File: src/rtl/regfile_pkg.sv
// Shared constants and types for the 16-entry register file.
package regfile_pkg;
  localparam int          NUM_REGS = 16;
  localparam int          ADDR_W   = 4;
  localparam logic [3:0]  ZERO_IDX = 4'hF;

  typedef logic [ADDR_W-1:0] reg_addr_t;
endpackage

File: src/rtl/regfile16_if.sv
// Write port + two read ports of regfile16, grouped as one bus.
// master = writeback/decode side, slave = register file.
interface regfile16_if #(parameter int WIDTH = 64);
  import regfile_pkg::*;

  logic             wr_en;
  reg_addr_t        wr_addr;
  logic [WIDTH-1:0] wr_data;
  reg_addr_t        rd_addr_a;
  reg_addr_t        rd_addr_b;
  logic [WIDTH-1:0] rd_data_a;
  logic [WIDTH-1:0] rd_data_b;

  modport master (
    output wr_en, wr_addr, wr_data, rd_addr_a, rd_addr_b,
    input  rd_data_a, rd_data_b
  );

  modport slave (
    input  wr_en, wr_addr, wr_data, rd_addr_a, rd_addr_b,
    output rd_data_a, rd_data_b
  );
endinterface

File: src/rtl/mux16_1.sv
// Single-bit 16:1 mux; one instance per read-data bit.
module mux16_1 (
  input  logic [15:0] in_i,
  input  logic [3:0]  sel_i,
  output logic        out_o
);
  assign out_o = in_i[sel_i];
endmodule

File: src/rtl/mux2_1.sv
// WIDTH-bit 2:1 mux; sel_i=1 picks b_i.
module mux2_1 #(parameter int WIDTH = 64) (
  input  logic [WIDTH-1:0] a_i,
  input  logic [WIDTH-1:0] b_i,
  input  logic             sel_i,
  output logic [WIDTH-1:0] y_o
);
  assign y_o = sel_i ? b_i : a_i;
endmodule

File: src/rtl/reg_word.sv
// One register-file entry: WIDTH-bit word, load enable, async active-high clear.
module reg_word #(parameter int WIDTH = 64) (
  input  logic             clk,
  input  logic             reset,
  input  logic             en_i,
  input  logic [WIDTH-1:0] d_i,
  output logic [WIDTH-1:0] q_o
);
  logic [WIDTH-1:0] data_q, data_d;

  // Hold unless this entry is selected for write.
  always_comb data_d = en_i ? d_i : data_q;

  // Reset has priority over a same-edge write.
  always_ff @(posedge clk or posedge reset) begin
    if (reset) data_q <= '0;
    else       data_q <= data_d;
  end

  assign q_o = data_q;
endmodule

File: src/rtl/regfile16.sv
// 16 x WIDTH register file: one synchronous write port, two combinational
// read ports built from bit-sliced mux16_1 trees.
// ZERO_REG=1 hardwires entry 15 to zero.
// Optional macro REGFILE_WR_BYPASS_EN: same-cycle write-to-read forwarding.
module regfile16 import regfile_pkg::*; #(
  parameter int WIDTH    = 64,
  parameter bit ZERO_REG = 1'b1
) (
  input  logic       clk,
  input  logic       reset,
  regfile16_if.slave bus
);
  logic [NUM_REGS-1:0]             wr_sel;
  logic [NUM_REGS-1:0][WIDTH-1:0]  regs;
  logic [WIDTH-1:0][NUM_REGS-1:0]  col;
  logic [WIDTH-1:0]                raw_a, raw_b;
  logic                            fwd_a, fwd_b;

  // One-hot write decode; the zero entry is never enabled when hardwired.
  always_comb begin
    wr_sel = '0;
    if (bus.wr_en && !(ZERO_REG && bus.wr_addr == ZERO_IDX))
      wr_sel[bus.wr_addr] = 1'b1;
  end

  for (genvar r = 0; r < NUM_REGS; r++) begin : g_reg
    reg_word #(.WIDTH(WIDTH)) u_word (
      .clk   (clk),
      .reset (reset),
      .en_i  (wr_sel[r]),
      .d_i   (bus.wr_data),
      .q_o   (regs[r])
    );
  end

  // Transpose storage into per-bit columns; entry 15 reads as 0 when hardwired
  // so the result never depends on what its (unused) flop holds.
  always_comb begin
    col = '0;
    for (int i = 0; i < WIDTH; i++)
      for (int r = 0; r < NUM_REGS; r++)
        col[i][r] = (ZERO_REG && r == int'(ZERO_IDX)) ? 1'b0 : regs[r][i];
  end

  for (genvar i = 0; i < WIDTH; i++) begin : g_bit
    mux16_1 u_mux_a (.in_i(col[i]), .sel_i(bus.rd_addr_a), .out_o(raw_a[i]));
    mux16_1 u_mux_b (.in_i(col[i]), .sel_i(bus.rd_addr_b), .out_o(raw_b[i]));
  end

`ifdef REGFILE_WR_BYPASS_EN
  logic fwd_ok;
  // Forward only a write that will actually land in storage.
  assign fwd_ok = bus.wr_en && !reset && !(ZERO_REG && bus.wr_addr == ZERO_IDX);
  assign fwd_a  = fwd_ok && (bus.rd_addr_a == bus.wr_addr);
  assign fwd_b  = fwd_ok && (bus.rd_addr_b == bus.wr_addr);
`else
  assign fwd_a  = 1'b0;
  assign fwd_b  = 1'b0;
`endif

  mux2_1 #(.WIDTH(WIDTH)) u_byp_a (.a_i(raw_a), .b_i(bus.wr_data), .sel_i(fwd_a), .y_o(bus.rd_data_a));
  mux2_1 #(.WIDTH(WIDTH)) u_byp_b (.a_i(raw_b), .b_i(bus.wr_data), .sel_i(fwd_b), .y_o(bus.rd_data_b));
endmodule

File: src/flat_wrapper.sv
// flat-port wrapper written by rule: the top's interface ports become plain ports
module regfile16_flat import regfile_pkg::*;
#(
  parameter int WIDTH    = 64,
  parameter bit ZERO_REG = 1'b1
)
  (clk, reset, bus_wr_en, bus_wr_addr, bus_wr_data, bus_rd_addr_a, bus_rd_addr_b, bus_rd_data_a, bus_rd_data_b);
  regfile16_if #(.WIDTH(WIDTH)) bus_i ();
  input  logic clk;
  input  logic reset;
  input wire logic [$bits(bus_i.wr_en)-1:0] bus_wr_en;
  input wire logic [$bits(bus_i.wr_addr)-1:0] bus_wr_addr;
  input wire logic [$bits(bus_i.wr_data)-1:0] bus_wr_data;
  input wire logic [$bits(bus_i.rd_addr_a)-1:0] bus_rd_addr_a;
  input wire logic [$bits(bus_i.rd_addr_b)-1:0] bus_rd_addr_b;
  output wire logic [$bits(bus_i.rd_data_a)-1:0] bus_rd_data_a;
  output wire logic [$bits(bus_i.rd_data_b)-1:0] bus_rd_data_b;
  assign bus_i.wr_en = bus_wr_en;
  assign bus_i.wr_addr = bus_wr_addr;
  assign bus_i.wr_data = bus_wr_data;
  assign bus_i.rd_addr_a = bus_rd_addr_a;
  assign bus_i.rd_addr_b = bus_rd_addr_b;
  assign bus_rd_data_a = bus_i.rd_data_a;
  assign bus_rd_data_b = bus_i.rd_data_b;
  regfile16 #(.WIDTH(WIDTH), .ZERO_REG(ZERO_REG)) u_core (.clk(clk), .reset(reset), .bus(bus_i));
endmodule
File: config.mk
export PLATFORM = sky130hd
export DESIGN_NAME = regfile16_flat
export DESIGN_NICKNAME = d
export VERILOG_FILES = /design/src/rtl/regfile_pkg.sv /design/src/rtl/regfile16_if.sv /design/src/rtl/mux16_1.sv /design/src/rtl/mux2_1.sv /design/src/rtl/reg_word.sv /design/src/rtl/regfile16.sv /design/src/flat_wrapper.sv
export SDC_FILE = /design/constraint.sdc
export NUM_CORES = 2
export LEC_CHECK = 0
export CAP_MARGIN = 5
export CORE_UTILIZATION = 56
export CTS_CLUSTER_SIZE = 16
export DETAILED_ROUTE_END_ITERATION = 7
export PLACE_DENSITY_LB_ADDON = 0.2
export SLEW_MARGIN = 20
export SYNTH_ARGS = -nofsm -noshare
export SYNTH_HDL_FRONTEND = slang
export SYNTH_SLANG_ARGS = --single-unit
File: constraint.sdc
create_clock -name clk -period 33.3 [get_ports clk]
set_input_delay 3.33 -clock clk [delete_from_list [all_inputs] [get_ports clk]]
set_output_delay 3.33 -clock clk [all_outputs]
set_load 0.005 [all_outputs]
After elaboration in Yosys (flattened, before gate mapping). Index checks and enable logic that the tools add are counted.

Order comparisons: 4. Equal/unequal tests: 1. Multiplexer cells: 259. Reduce and logical (&&, ||, !) cells: 3.

Operators by type and width (count): 1-bit binary-select mux with 4-bit select (128); 1-bit two-way mux (129); 4-bit by 5-bit < comparator with 1-bit output (second input constant) (3); 15-bit two-way mux (1); 1-bit demux with 4-bit select (1); 4-bit == test (second input constant) (1); 4-bit by 1-bit >= comparator with 1-bit output (second input constant) (1); 1-bit logical AND (2); 1-bit logical NOT (1).

Input port bits: 79. Bits in registers: 960.

Logic depth before layout (Yosys ltp).
Depth after elaboration: 5. Mapped depth: 10. Gate-level depth less buffers: 4.

Modules after synthesis. From an unflattened synthesis, not the netlist that was laid out.

Cell total of the unflattened synthesis: 3101. Area, all modules: 59804.9 sq um.

By module, submodules not included: reg_word (cells each 136, instances 15, area each 2682.6 sq um); mux16_1 (cells each 7, instances 128, area each 135.1 sq um); mux2_1 (cells each 71, instances 2, area each 1077.3 sq um); regfile16 (cells each 23, instances 1, area each 115.1 sq um).

Least setup slack after synthesis. OpenSTA, ideal clock, no wires.

Path kind: input port to output port. Start: input bus_rd_addr_b[0]. End: output bus_rd_data_b[10]. Setup slack: 25.209 ns. Cell stages on the path: 7. Path buffers: 4. Arrival: 4.761 ns. Path through: buf_2 -> buf_6 -> buf_2 -> mux4_2 -> mux2i_1 -> a21oi_1 -> buf_4.

Cells in the longest elaborated chain, start to end: 2.

Ends and longest elaborated chain: start, declared (RTL line flat_wrapper.sv:15) `input wire logic [$bits(bus_i.rd_addr_b)-1:0] bus_rd_addr_b;`; 1-bit binary-select mux with 4-bit select (RTL line mux16_1.sv:7) `assign out_o = in_i[sel_i];`; 1-bit two-way mux (implied by the code) (RTL line mux16_1.sv:7); end, declared (RTL line flat_wrapper.sv:17) `output wire logic [$bits(bus_i.rd_data_b)-1:0] bus_rd_data_b;`.

No other way between the ends. The select of a mux whose other input is x is not followed.

Worst setup path after layout.
Start: input bus_rd_addr_b[1]. End: output bus_rd_data_b[25].

The elaborated chain is that of the path after synthesis.

==> results.toml <==
[cts]
cts_resized = 0
clkLatencyLatePin_ns = 0.69
root_buffer = "clkbuf_16"
hold_buffers = 0
cts_buffer_depth = 3
htreeDepth = 3
cts_buffers = 104
cts_tree = "built"
clkSinkCount = 960
cts_setup_buffers = 0
clk_pin_slew_worst_paths_ns = 0.05

[critical_path]
cp_common_cell = "buf_4"
cp.arrival_ns = 7.81
path_cells = "buf_8, buf_4, buf_12, buf_4, mux4_2, nor2b_1, a211oi_1, a21oi_1, clkdlybuf4s50_1"
cpMaxStageDelayCell = "buf_4"
cp-end-kind = "output port"
worst-setup-path-type = "in -> out"
reg2reg_depth = 1
required_ns = 29.97
start_kind = "input port"
slowest_delay_ns = 0.86
cp_max_fo = 79
rrSetupSlack_ns = 32.46

[floorplanning]
dieArea_um2 = 96300
pin_count = 207
placementRows = 112
die_w_um = 310
core_um2 = 93700
die_h_um = 310
initial_core_util_pct = 56.8

[min_path]
holdPathStages = 1
min_path_type = "reg -> reg"

[timing]
setup_viol = 0
fmax_ghz = 0.0898
tns_ns = 0
slew_headroom_pct = 20.5
hold_viol_final = 0
clock_skew_ns = 0
finalCriticalPeriod_ns = 11.14
slew_viol_final = 0
post-route-period-util_pct = 33.4
grt_setup_unrepaired = "no"
worst_slew_pin_slew_ns = 1.19

[grt]
grtUsageTotal_pct = 30.2
grt_first_pass_wirelength_um = 218000
globalRouteOverflowTotal = 0
grt_start_max_net_pins = 182
antenna_found_initial = 8
grt_pass1_vias = 34166

[synth]
yosysMostFrequentCell = "dfrtp_1"
synth.distinct_cells = 33
synth.largest_area_cell = "dfrtp_1"
synth_edf_count = 0
syn_area_per_cell_um2 = 14.0
syn_area_um2 = 53200
yosys_most_used_dff = "dfrtp_1"
ys_top_cells_by_area = "dfrtp_1 45%, mux2_2 14%, mux4_2 14%, mux2i_1 7.2%, mux2_4 5.1%"
async_flop_share_pct = 100
synth_commonest_cells = "960 x dfrtp_1, 651 x mux2_2, 384 x mux2i_1"
synthCells = 3801
yosys_warnings = 0
ys_ff_latch = 960
ys_seq_area_share_pct = 45.1
syn_nets = 3880
synth_top_area_share_pct = 45.1

[route]
drtAntennaViolNets = 0
wirelength_um = 142000
wl_per_cell_um = 28.4
vias_per_cell = 6.58
drt_iter0_drc = 2945
route.detailed.drc = 0
dr.pass1.iters = 5
vias = 32974

[cells_and_area]
seqCellArea_um2 = 24000
final_core_util_pct = 62.1
final_nets = 3745
area_delta_synth_final_pct = 9.34
drive_above_1_share_pct = 38.0
multi_input_area_um2 = 26200
nFillCells = 7177
largest_reg_flops = 960

[placed_design]
portBuffers = 206
place_congestion = 0.762
dp_hpwl_um = 74300

[pwr]
p_switching_uw = 1010
power.density_nw_per_um2 = 63.4
p_sw_share_pct = 27.4
seqPwrFrac_pct = 44.5
p_comb_share_pct = 23.1
internal_power_uw = 2680
ir_drop_v = 0.0000430
pwr-share-clk_pct = 32.4
power.leakage_uw = 0.0252

[status]
status = "complete, no violations"

[run]
maxCapViolCount = 0
==> worst paths after layout <==
kind,from,end
max,bus_rd_addr_b[1],bus_rd_data_b[25]
min,u_core.g_reg[5].u_word.q_o[62],u_core.g_reg[5].u_word.q_o[62]
max reg2reg,u_core.g_reg[5].u_word.q_o[51],u_core.g_reg[5].u_word.q_o[51]
min reg2reg,u_core.g_reg[5].u_word.q_o[62],u_core.g_reg[5].u_word.q_o[62]
max in group asynchronous,reset,u_core.g_reg[3].u_word.q_o[57]
min in group asynchronous,reset,u_core.g_reg[1].u_word.q_o[62]
==> power groups by stage <==
stage                     combinational [uW]  clock, uW  sequential, uW
after floorplan                          703          0            1590
after global placement                   836          0            1640
after detailed placement                 854          0            1650
after CTS                                857       1220            1630
after global routing                     921       1260            1680
final                                    853       1200            1640
==> worst max-delay path, delay by kind of cell <==
| family | cells | cell delay, ns |
|---|---|---|
| AO/OA/AOI/OAI | 2 | 0.44 |
| buffers and inverters | 5 | 3.22 |
| multiplexers | 1 | 0.59 |
| AND/OR/NAND/NOR | 1 | 0.14 |
==> metal layers <==
metal | vias up | GRT usage [%] | part of all wire (%)
met1 | 17718 | 43.6 | 44
met2 | 1038 | 47.5 | 47
met4 | 10 | 9.33 | 2.5
met3 | 236 | 4.56 | 5.7
met5 | - | 0 | 0.046
li1 | 13972 | - | -
==> cell usage in the layout, fill, tap and decap left out, types with 17 or more instances in the layout <==
master	synthesis	layout
clkdlybuf4s50_1	0	198
mux2i_1	384	384
mux2_4	180	180
inv_1	65	64
nand2_1	70	68
o221ai_1	65	65
o2bb2ai_1	63	63
clkbuf_16	0	105
o21ai_0	129	129
nand3_1	66	65
a21oi_1	63	63
a211oi_1	51	51
clkbuf_1	163	17
a22oi_1	64	64
mux4_2	320	320
buf_4	150	51
mux2_1	65	65
nor2b_1	66	64
clkinv_2	0	23
mux2_2	651	651
dfrtp_1	960	960
clkbuf_8	0	34
==> metrics by stage <==
stage / hold slack, ns / instances / cell area, um^2 / setup WS, ns / total power (uW)
after global routing: 0.531 / 5008 / 58200 / 21.77 / 3860
after CTS: 0.514 / 5006 / 58200 / 22.05 / 3710
after global placement: 0.492 / 4813 / 54600 / 22.07 / 2480
after detailed placement: 0.501 / 4813 / 54600 / 22.04 / 2510
final: 0.512 / 5009 / 58200 / 22.16 / 3690
after floorplan: 0.471 / 3801 / 53200 / 2.97 / 2300
==> logic make-up after synthesis <==
| group | after synthesis | synth area share [%] |
|---|---|---|
| mux | 1600 | 41.0 |
| flops | 960 | 45.1 |
| compound gates | 448 | 5.83 |
| buf+inv | 570 | 5.90 |
| simple gates | 223 | 2.17 |
==> layout make-up <==
class | count | area share [%]
Multi-Input combinational cell | 2271 | 45.0
Clock buffer | 155 | 5.40
Timing Repair Buffer | 264 | 4.49
Sequential cell | 960 | 41.3
Inverter | 65 | 0.432
Antenna cell | 2 | 0.00860
Tap cell | 1254 | 2.70
Clock inverter | 38 | 0.729
(Power assumes the default switching activity.)
